File: config.mk
export PLATFORM = sky130hd
export DESIGN_NAME = mpmc11_resp_collect_flat
export DESIGN_NICKNAME = d
export VERILOG_FILES = /design/src/rtl/mpmc11_pkg.sv /design/src/rtl/mpmc11_resp_collect_if.sv /design/src/rtl/mpmc11_resp_fifo.sv /design/src/rtl/mpmc11_resp_collect.sv /design/src/flat_wrapper.sv
export SDC_FILE = /design/constraint.sdc
export NUM_CORES = 2
export LEC_CHECK = 0
export ABC_AREA = 1
export CAP_MARGIN = 10
export CORE_MARGIN = 2
export CORE_UTILIZATION = 55
export DETAILED_ROUTE_END_ITERATION = 6
export MAX_ROUTING_LAYER = met4
export PLACE_DENSITY = 0.78
export SLEW_MARGIN = 25
export SYNTH_ARGS = -nofsm -noshare
export SYNTH_HDL_FRONTEND = slang
export SYNTH_HIERARCHICAL = 1
export SYNTH_SLANG_ARGS = --single-unit
File: constraint.sdc
create_clock -name clk -period 25.1 [get_ports clk]
set_input_delay 3.765 -clock clk [delete_from_list [all_inputs] [get_ports clk]]
set_output_delay 3.765 -clock clk [all_outputs]
set_load 0.05 [all_outputs]
File: src/rtl/mpmc11_pkg.sv
// Shared types and constants for the mpmc11 memory controller slice:
// controller states, read-response beat layout and response-stage sizing.
package mpmc11_pkg;

   localparam int unsigned MPMC11_DATA_WIDTH = 128;
   localparam int unsigned MPMC11_CH_WIDTH   = 4;
   localparam int unsigned MPMC11_IDX_WIDTH  = 6;
   localparam int unsigned MPMC11_RESP_DEPTH = 16;

   typedef enum logic [3:0] {
      IDLE,
      ACTIVATE,
      READ_CMD,
      READ_DATA0,
      READ_DATA,
      WRITE_CMD,
      WRITE_DATA,
      PRECHARGE,
      REFRESH
   } mpmc11_state_t;

   typedef enum logic [1:0] {
      R_IDLE,
      R_CAPTURE,
      R_DRAIN
   } mpmc11_resp_state_t;

   typedef struct packed {
      logic [MPMC11_CH_WIDTH-1:0]   ch;
      logic [MPMC11_IDX_WIDTH-1:0]  idx;
      logic                         first;
      logic                         last;
      logic [MPMC11_DATA_WIDTH-1:0] data;
   } mpmc11_resp_beat_t;

endpackage

File: src/rtl/mpmc11_resp_collect_if.sv
// Read-response return channel: tagged beats handed to the channel return mux
// over a valid/ready handshake.
interface mpmc11_resp_collect_if;
   import mpmc11_pkg::*;

   logic              resp_valid;
   logic              resp_ready;
   mpmc11_resp_beat_t resp_beat;

   modport master (output resp_valid, output resp_beat, input resp_ready);
   modport slave  (input resp_valid, input resp_beat, output resp_ready);

endinterface

File: src/rtl/mpmc11_resp_fifo.sv
// Synchronous FIFO with occupancy, first-word fall-through read from the
// registered array, and drop-on-full push with a sticky overflow flag.
module mpmc11_resp_fifo #(
   parameter  int unsigned WIDTH = 8,
   parameter  int unsigned DEPTH = 16,
   localparam int unsigned AW    = $clog2(DEPTH)
) (
   input  logic             clk,
   input  logic             rst_n,
   input  logic             push,
   input  logic [WIDTH-1:0] push_data,
   input  logic             pop,
   output logic [WIDTH-1:0] pop_data,
   output logic             full,
   output logic             empty,
   output logic [AW:0]      level,
   output logic             overflow
);

   localparam logic [AW:0] FULL_LEVEL = DEPTH[AW:0];

   logic [WIDTH-1:0] mem [DEPTH];
   logic [AW:0]      wr_ptr;
   logic [AW:0]      rd_ptr;
   logic             do_push;
   logic             do_pop;

   // Extra pointer bit lets wr_ptr - rd_ptr span 0..DEPTH without ambiguity.
   assign level    = wr_ptr - rd_ptr;
   assign empty    = (level == '0);
   assign full     = (level == FULL_LEVEL);
   assign do_pop   = pop && !empty;
   assign do_push  = push && (!full || do_pop);
   assign pop_data = mem[rd_ptr[AW-1:0]];

   always_ff @(posedge clk or negedge rst_n) begin
      if (!rst_n) begin
         wr_ptr   <= '0;
         rd_ptr   <= '0;
         overflow <= 1'b0;
      end else begin
         if (do_push) wr_ptr <= wr_ptr + 1'b1;
         if (do_pop)  rd_ptr <= rd_ptr + 1'b1;
         if (push && !do_push) overflow <= 1'b1;
      end
   end

   always_ff @(posedge clk) begin
      if (do_push) mem[wr_ptr[AW-1:0]] <= push_data;
   end

endmodule

File: src/rtl/mpmc11_resp_collect.sv
// Read-response capture: tags each memory read beat with channel, index and
// first/last markers, and buffers it for the channel return mux.
module mpmc11_resp_collect
   import mpmc11_pkg::*;
#(
   parameter int unsigned DATA_WIDTH = MPMC11_DATA_WIDTH,
   parameter int unsigned DEPTH      = MPMC11_RESP_DEPTH,
   parameter int unsigned CH_WIDTH   = MPMC11_CH_WIDTH
) (
   input  logic                       clk,
   input  logic                       rst_n,
   input  mpmc11_state_t              state,
   input  logic                       rd_valid,
   input  logic [DATA_WIDTH-1:0]      rd_data,
   input  logic [5:0]                 burst_len,
   input  logic [CH_WIDTH-1:0]        req_ch,
   mpmc11_resp_collect_if.master      resp,
   output logic                       busy,
   output logic                       overflow,
   output logic [$clog2(DEPTH):0]     level
);

   mpmc11_resp_state_t fsm;
   logic [CH_WIDTH-1:0] ch_q;
   logic [5:0]          len_q;
   logic [5:0]          idx_q;
   logic                push;
   logic                pop;
   logic                fifo_full;
   logic                fifo_empty;
   mpmc11_resp_beat_t   beat_in;
   mpmc11_resp_beat_t   beat_out;

   assign push = (fsm == R_CAPTURE) && rd_valid;
   assign pop  = resp.resp_valid && resp.resp_ready;
   assign busy = (fsm != R_IDLE);

   always_comb begin
      beat_in       = '0;
      beat_in.ch    = ch_q;
      beat_in.idx   = idx_q;
      beat_in.first = (idx_q == '0);
      beat_in.last  = (idx_q == len_q);
      beat_in.data  = rd_data;
   end

   // An abort (controller back to IDLE) overrides the capture decision but
   // the beat arriving in that same cycle is still pushed.
   always_ff @(posedge clk or negedge rst_n) begin
      if (!rst_n) begin
         fsm   <= R_IDLE;
         ch_q  <= '0;
         len_q <= '0;
         idx_q <= '0;
      end else begin
         case (fsm)
            R_IDLE: begin
               if (state == READ_DATA0) begin
                  ch_q  <= req_ch;
                  len_q <= burst_len;
                  idx_q <= '0;
                  fsm   <= R_CAPTURE;
               end
            end
            R_CAPTURE: begin
               if (rd_valid) begin
                  if (idx_q == len_q) fsm <= R_DRAIN;
                  else                idx_q <= idx_q + 6'd1;
               end
               if (state == IDLE) fsm <= R_DRAIN;
            end
            R_DRAIN: begin
               if (level == '0) fsm <= R_IDLE;
            end
            default: fsm <= R_IDLE;
         endcase
      end
   end

   mpmc11_resp_fifo #(
      .WIDTH ($bits(mpmc11_resp_beat_t)),
      .DEPTH (DEPTH)
   ) u_fifo (
      .clk       (clk),
      .rst_n     (rst_n),
      .push      (push),
      .push_data (beat_in),
      .pop       (pop),
      .pop_data  (beat_out),
      .full      (fifo_full),
      .empty     (fifo_empty),
      .level     (level),
      .overflow  (overflow)
   );

   assign resp.resp_valid = !fifo_empty;
   assign resp.resp_beat  = beat_out;

endmodule
File: src/flat_wrapper.sv
// flat-port wrapper written by rule: the top's interface ports become plain ports
module mpmc11_resp_collect_flat import mpmc11_pkg::*;
#(
   parameter int unsigned DATA_WIDTH = MPMC11_DATA_WIDTH,
   parameter int unsigned DEPTH      = MPMC11_RESP_DEPTH,
   parameter int unsigned CH_WIDTH   = MPMC11_CH_WIDTH
)
  (clk, rst_n, state, rd_valid, rd_data, burst_len, req_ch, busy, overflow, level, resp_resp_valid, resp_resp_beat, resp_resp_ready);
  mpmc11_resp_collect_if resp_i ();
  input  logic clk;
  input  logic rst_n;
  input  mpmc11_state_t state;
  input  logic rd_valid;
  input  logic [DATA_WIDTH-1:0] rd_data;
  input  logic [5:0] burst_len;
  input  logic [CH_WIDTH-1:0] req_ch;
  output logic busy;
  output logic overflow;
  output logic [$clog2(DEPTH):0] level;
  output wire logic [$bits(resp_i.resp_valid)-1:0] resp_resp_valid;
  output wire logic [$bits(resp_i.resp_beat)-1:0] resp_resp_beat;
  input wire logic [$bits(resp_i.resp_ready)-1:0] resp_resp_ready;
  assign resp_resp_valid = resp_i.resp_valid;
  assign resp_resp_beat = resp_i.resp_beat;
  assign resp_i.resp_ready = resp_resp_ready;
  mpmc11_resp_collect #(.DATA_WIDTH(DATA_WIDTH), .DEPTH(DEPTH), .CH_WIDTH(CH_WIDTH)) u_core (.clk(clk), .rst_n(rst_n), .state(state), .rd_valid(rd_valid), .rd_data(rd_data), .burst_len(burst_len), .req_ch(req_ch), .resp(resp_i), .busy(busy), .overflow(overflow), .level(level));
endmodule
==> results.md <==
- Status: finished clean
- First-pass GRT wire length: roughly 330000 um
- Number of antenna violations at the first check in global routing: 21
- Violation count after the first detailed-routing iteration: approximately 7700
- Portion of the clock cycle consumed by the worst path in the final layout: ~40%
- Final standard cell count with taps included and fillers excluded: approximately 9000
- Overall global routing resource usage: a little over a quarter
- Origin of the critical flop-to-flop path: u_core/u_fifo/rd_ptr[1]$_DFFE_PN0P_
- Synthesis warning total: 6
- CP Data Required Time: 21.33 ns
- Kind of critical path: flip-flop to output port
- CTS tree: done
- Height of the chip: 405 um
- Time the final worst path needs with I/O delays and setup: 10.10 ns
- Buffers inserted during post-CTS setup optimization: 0
- Share of cells above drive strength 1: 6.34%
- Number of hold-repair buffers added at the cts stage: 0
- Switching share of power: 38.7%
- DRC errors left: 0
- Overall die width: around 410 um
- Number of sinks driven by the clock tree: between 2000 and 2500
- Max-slew violations: 0
- Leakage power summed over all cells: about 0.032 uW
- Logic depth of the worst register-to-register path: 15
- Aggregate negative setup slack: 0 ns
- Hold/Removal Path Class: flip-flop to flip-flop
- Type of element capturing the critical path: output port
- H-tree levels: 4
- Setup clock skew after layout: 0.0415 ns
- Final Wtd Congestion: approximately 0.80
- Half-perimeter wire length after detailed placement: 107000 um
- Worst slew margin relative to its limit: about a quarter
- Post-route core utilization: ~62%
- Max cap viols: 0
- Average size of a mapped cell: between 10 and 15 um^2
- Via count of the first global-routing pass: 54200
- Largest net degree at the start of global routing: between 200 and 300
- Fmax achieved: ~0.1 GHz
- TritonCTS Buffers: 215
- Root buffer cell: clkbuf_16
- CTS Buffer Depth: 3
- Crit-path max FO: around 230
- Average via count per standard cell: between 6 and 7
- Portion of total power attributed to the clock network: about a quarter
- Internal power summed over all cells: around 7200 uW
- Clock latency on the worst-skew pair: roughly 0.85 ns
- Hold violation count in the final report: 0
- Capturing point of the worst reg2reg path: u_core/u_fifo/mem[5][18]$_DFFE_PP_
- Peak supply drop: 0.000188 V
- Hold EP: u_core/u_fifo/overflow$_DFFE_PN0P_
- Register clock-pin slew on the reported worst setup and hold paths: around 0.060 ns
- Count of boundary I/O pins: 294
- Full die area: roughly 160000 um^2
- Final setup vio count: 0
- Antenna viol nets, final: 0
- Total detailed-routing wirelength: 221000 um
- Critical Path AT: about 6.3 ns
- Part of the total power dissipated in sequential elements: between 30% and 40%
- Post-cts repair resize count: 0
- Router iterations before antenna repair: 7
- Hold Startpoint: u_core/u_fifo/overflow$_DFFE_PN0P_
- Average detailed-routed wire length per instance: between 20 and 25 um
- Mapped Nets: approximately 6700
- Combinational power share: 36.5%
- Count of input and output buffers: slightly below 300
- R2R Setup Slk: roughly 18 ns
- Hold Path Depth: 1
- Placed insts: 8615
- Area of the core region: 160000 um^2
- Actual transition at the worst max-transition pin: 1.11 ns
- Cell area after synthesis: about 88000 um^2
- Fin nets: roughly 6800
- Synthesized netlist cell count: 6529
- P_sw: approximately 4500 uW
- Startpoint Class: flip-flop
- Unrepaired setup endpoints after global routing: false
- Overflow after GRT: 0
- Core Rows: 147
- Effective utilization at floorplan: 55.2%
- Cell Pwr Density: approximately 120 nW/um^2
- Synth-to-layout area growth: 12.7%
- Routed via count: between 50000 and 60000
## power by group through the flow
stage / clock, uW / combinational (uW) / sequential [uW]
global route: 3250 / 4570 / 4370
CTS: 3100 / 4250 / 4370
detailed placement: 0 / 4210 / 4440
floorplan: 0 / 2940 / 4400
finish: 3070 / 4280 / 4370
global placement: 0 / 4120 / 4440
## routing by layer
layer  track usage, %  vias up  routed length (um)
li1                 -    24600                   -
met1             36.7    27900               86700
met2             43.3     3141              107000
met3             4.20      395               20700
met4             9.06        0                6090
met5                -        -                   0
## final cells by class
class	instances	area, um^2
Sequential cell	2269	68000
Fill cell	11300	60500
Multi-Input combinational cell	3766	18300
Clock buffer	263	5600
Timing Repair Buffer	381	3810
Tap cell	2160	2700
Clock inverter	128	1060
Inverter	40	189
Antenna cell	18	45.0
## per-stage QoR
stage               setup slack (ns)  area, um^2  hold slack, ns  power, uW
finish                         15.00       99700           0.493      11700
global route                   14.82       99700           0.520      12200
CTS                            14.94       99600           0.495      11700
detailed placement             15.92       92900           0.470       8650
global placement               15.93       92900           0.498       8560
floorplan                      14.07       88500           0.484       7340
## worst max path at each step
stage                                        endpoint                           startpoint
finish                             resp_resp_beat[89]  u_core/u_fifo/rd_ptr[0]$_DFFE_PN0P_
global route                       resp_resp_beat[81]  u_core/u_fifo/rd_ptr[0]$_DFFE_PN0P_
CTS                                resp_resp_beat[59]  u_core/u_fifo/rd_ptr[1]$_DFFE_PN0P_
detailed placement                 resp_resp_beat[51]  u_core/u_fifo/rd_ptr[1]$_DFFE_PN0P_
global placement                   resp_resp_beat[62]  u_core/u_fifo/rd_ptr[1]$_DFFE_PN0P_
floorplan           u_core/u_fifo/mem[0][0]$_DFFE_PP_                      resp_resp_ready
## flip-flops by register name, summed over array words and instances (netlist names)
register                flops
u_core/u_fifo/mem        2240
u_core/fsm                  2
u_core/u_fifo/overflow      1
u_core/u_fifo/rd_ptr        5
u_core/idx_q                6
u_core/ch_q                 4
u_core/u_fifo/wr_ptr        5
u_core/len_q                6
## critical path, cell delays in order, from the launching register on
cell	delay, ns
dfrtp_4	0.74
inv_16	0.35
buf_16	0.64
buf_12	0.72
buf_4	0.91
o21ai_0	0.20
o221ai_1	0.22
nand3_1	0.12
nand3_1	0.21
clkdlybuf4s50_1	0.86
## cells in the final DEF (no fill, tap or decap), types with 6 or more instances in the layout
cell	count
edfxtp_1	2240
nor2_1	1337
o21ai_0	1107
nand2_1	363
clkdlybuf4s50_1	293
o22ai_1	280
nand3_1	246
clkbuf_16	215
o211ai_1	196
o221ai_1	84
o21ai_1	70
buf_4	67
clkinv_1	54
clkbuf_1	44
clkinv_2	40
inv_1	32
dfrtp_1	26
nor2_4	19
diode_2	18
bufinv_16	12
ha_1	11
buf_12	10
a21oi_1	8
buf_6	8
nand2_2	7
xor2_1	7
nand4_1	7
inv_6	6
clkinv_4	6
Note: power is estimated with default switching activity, not from simulation.
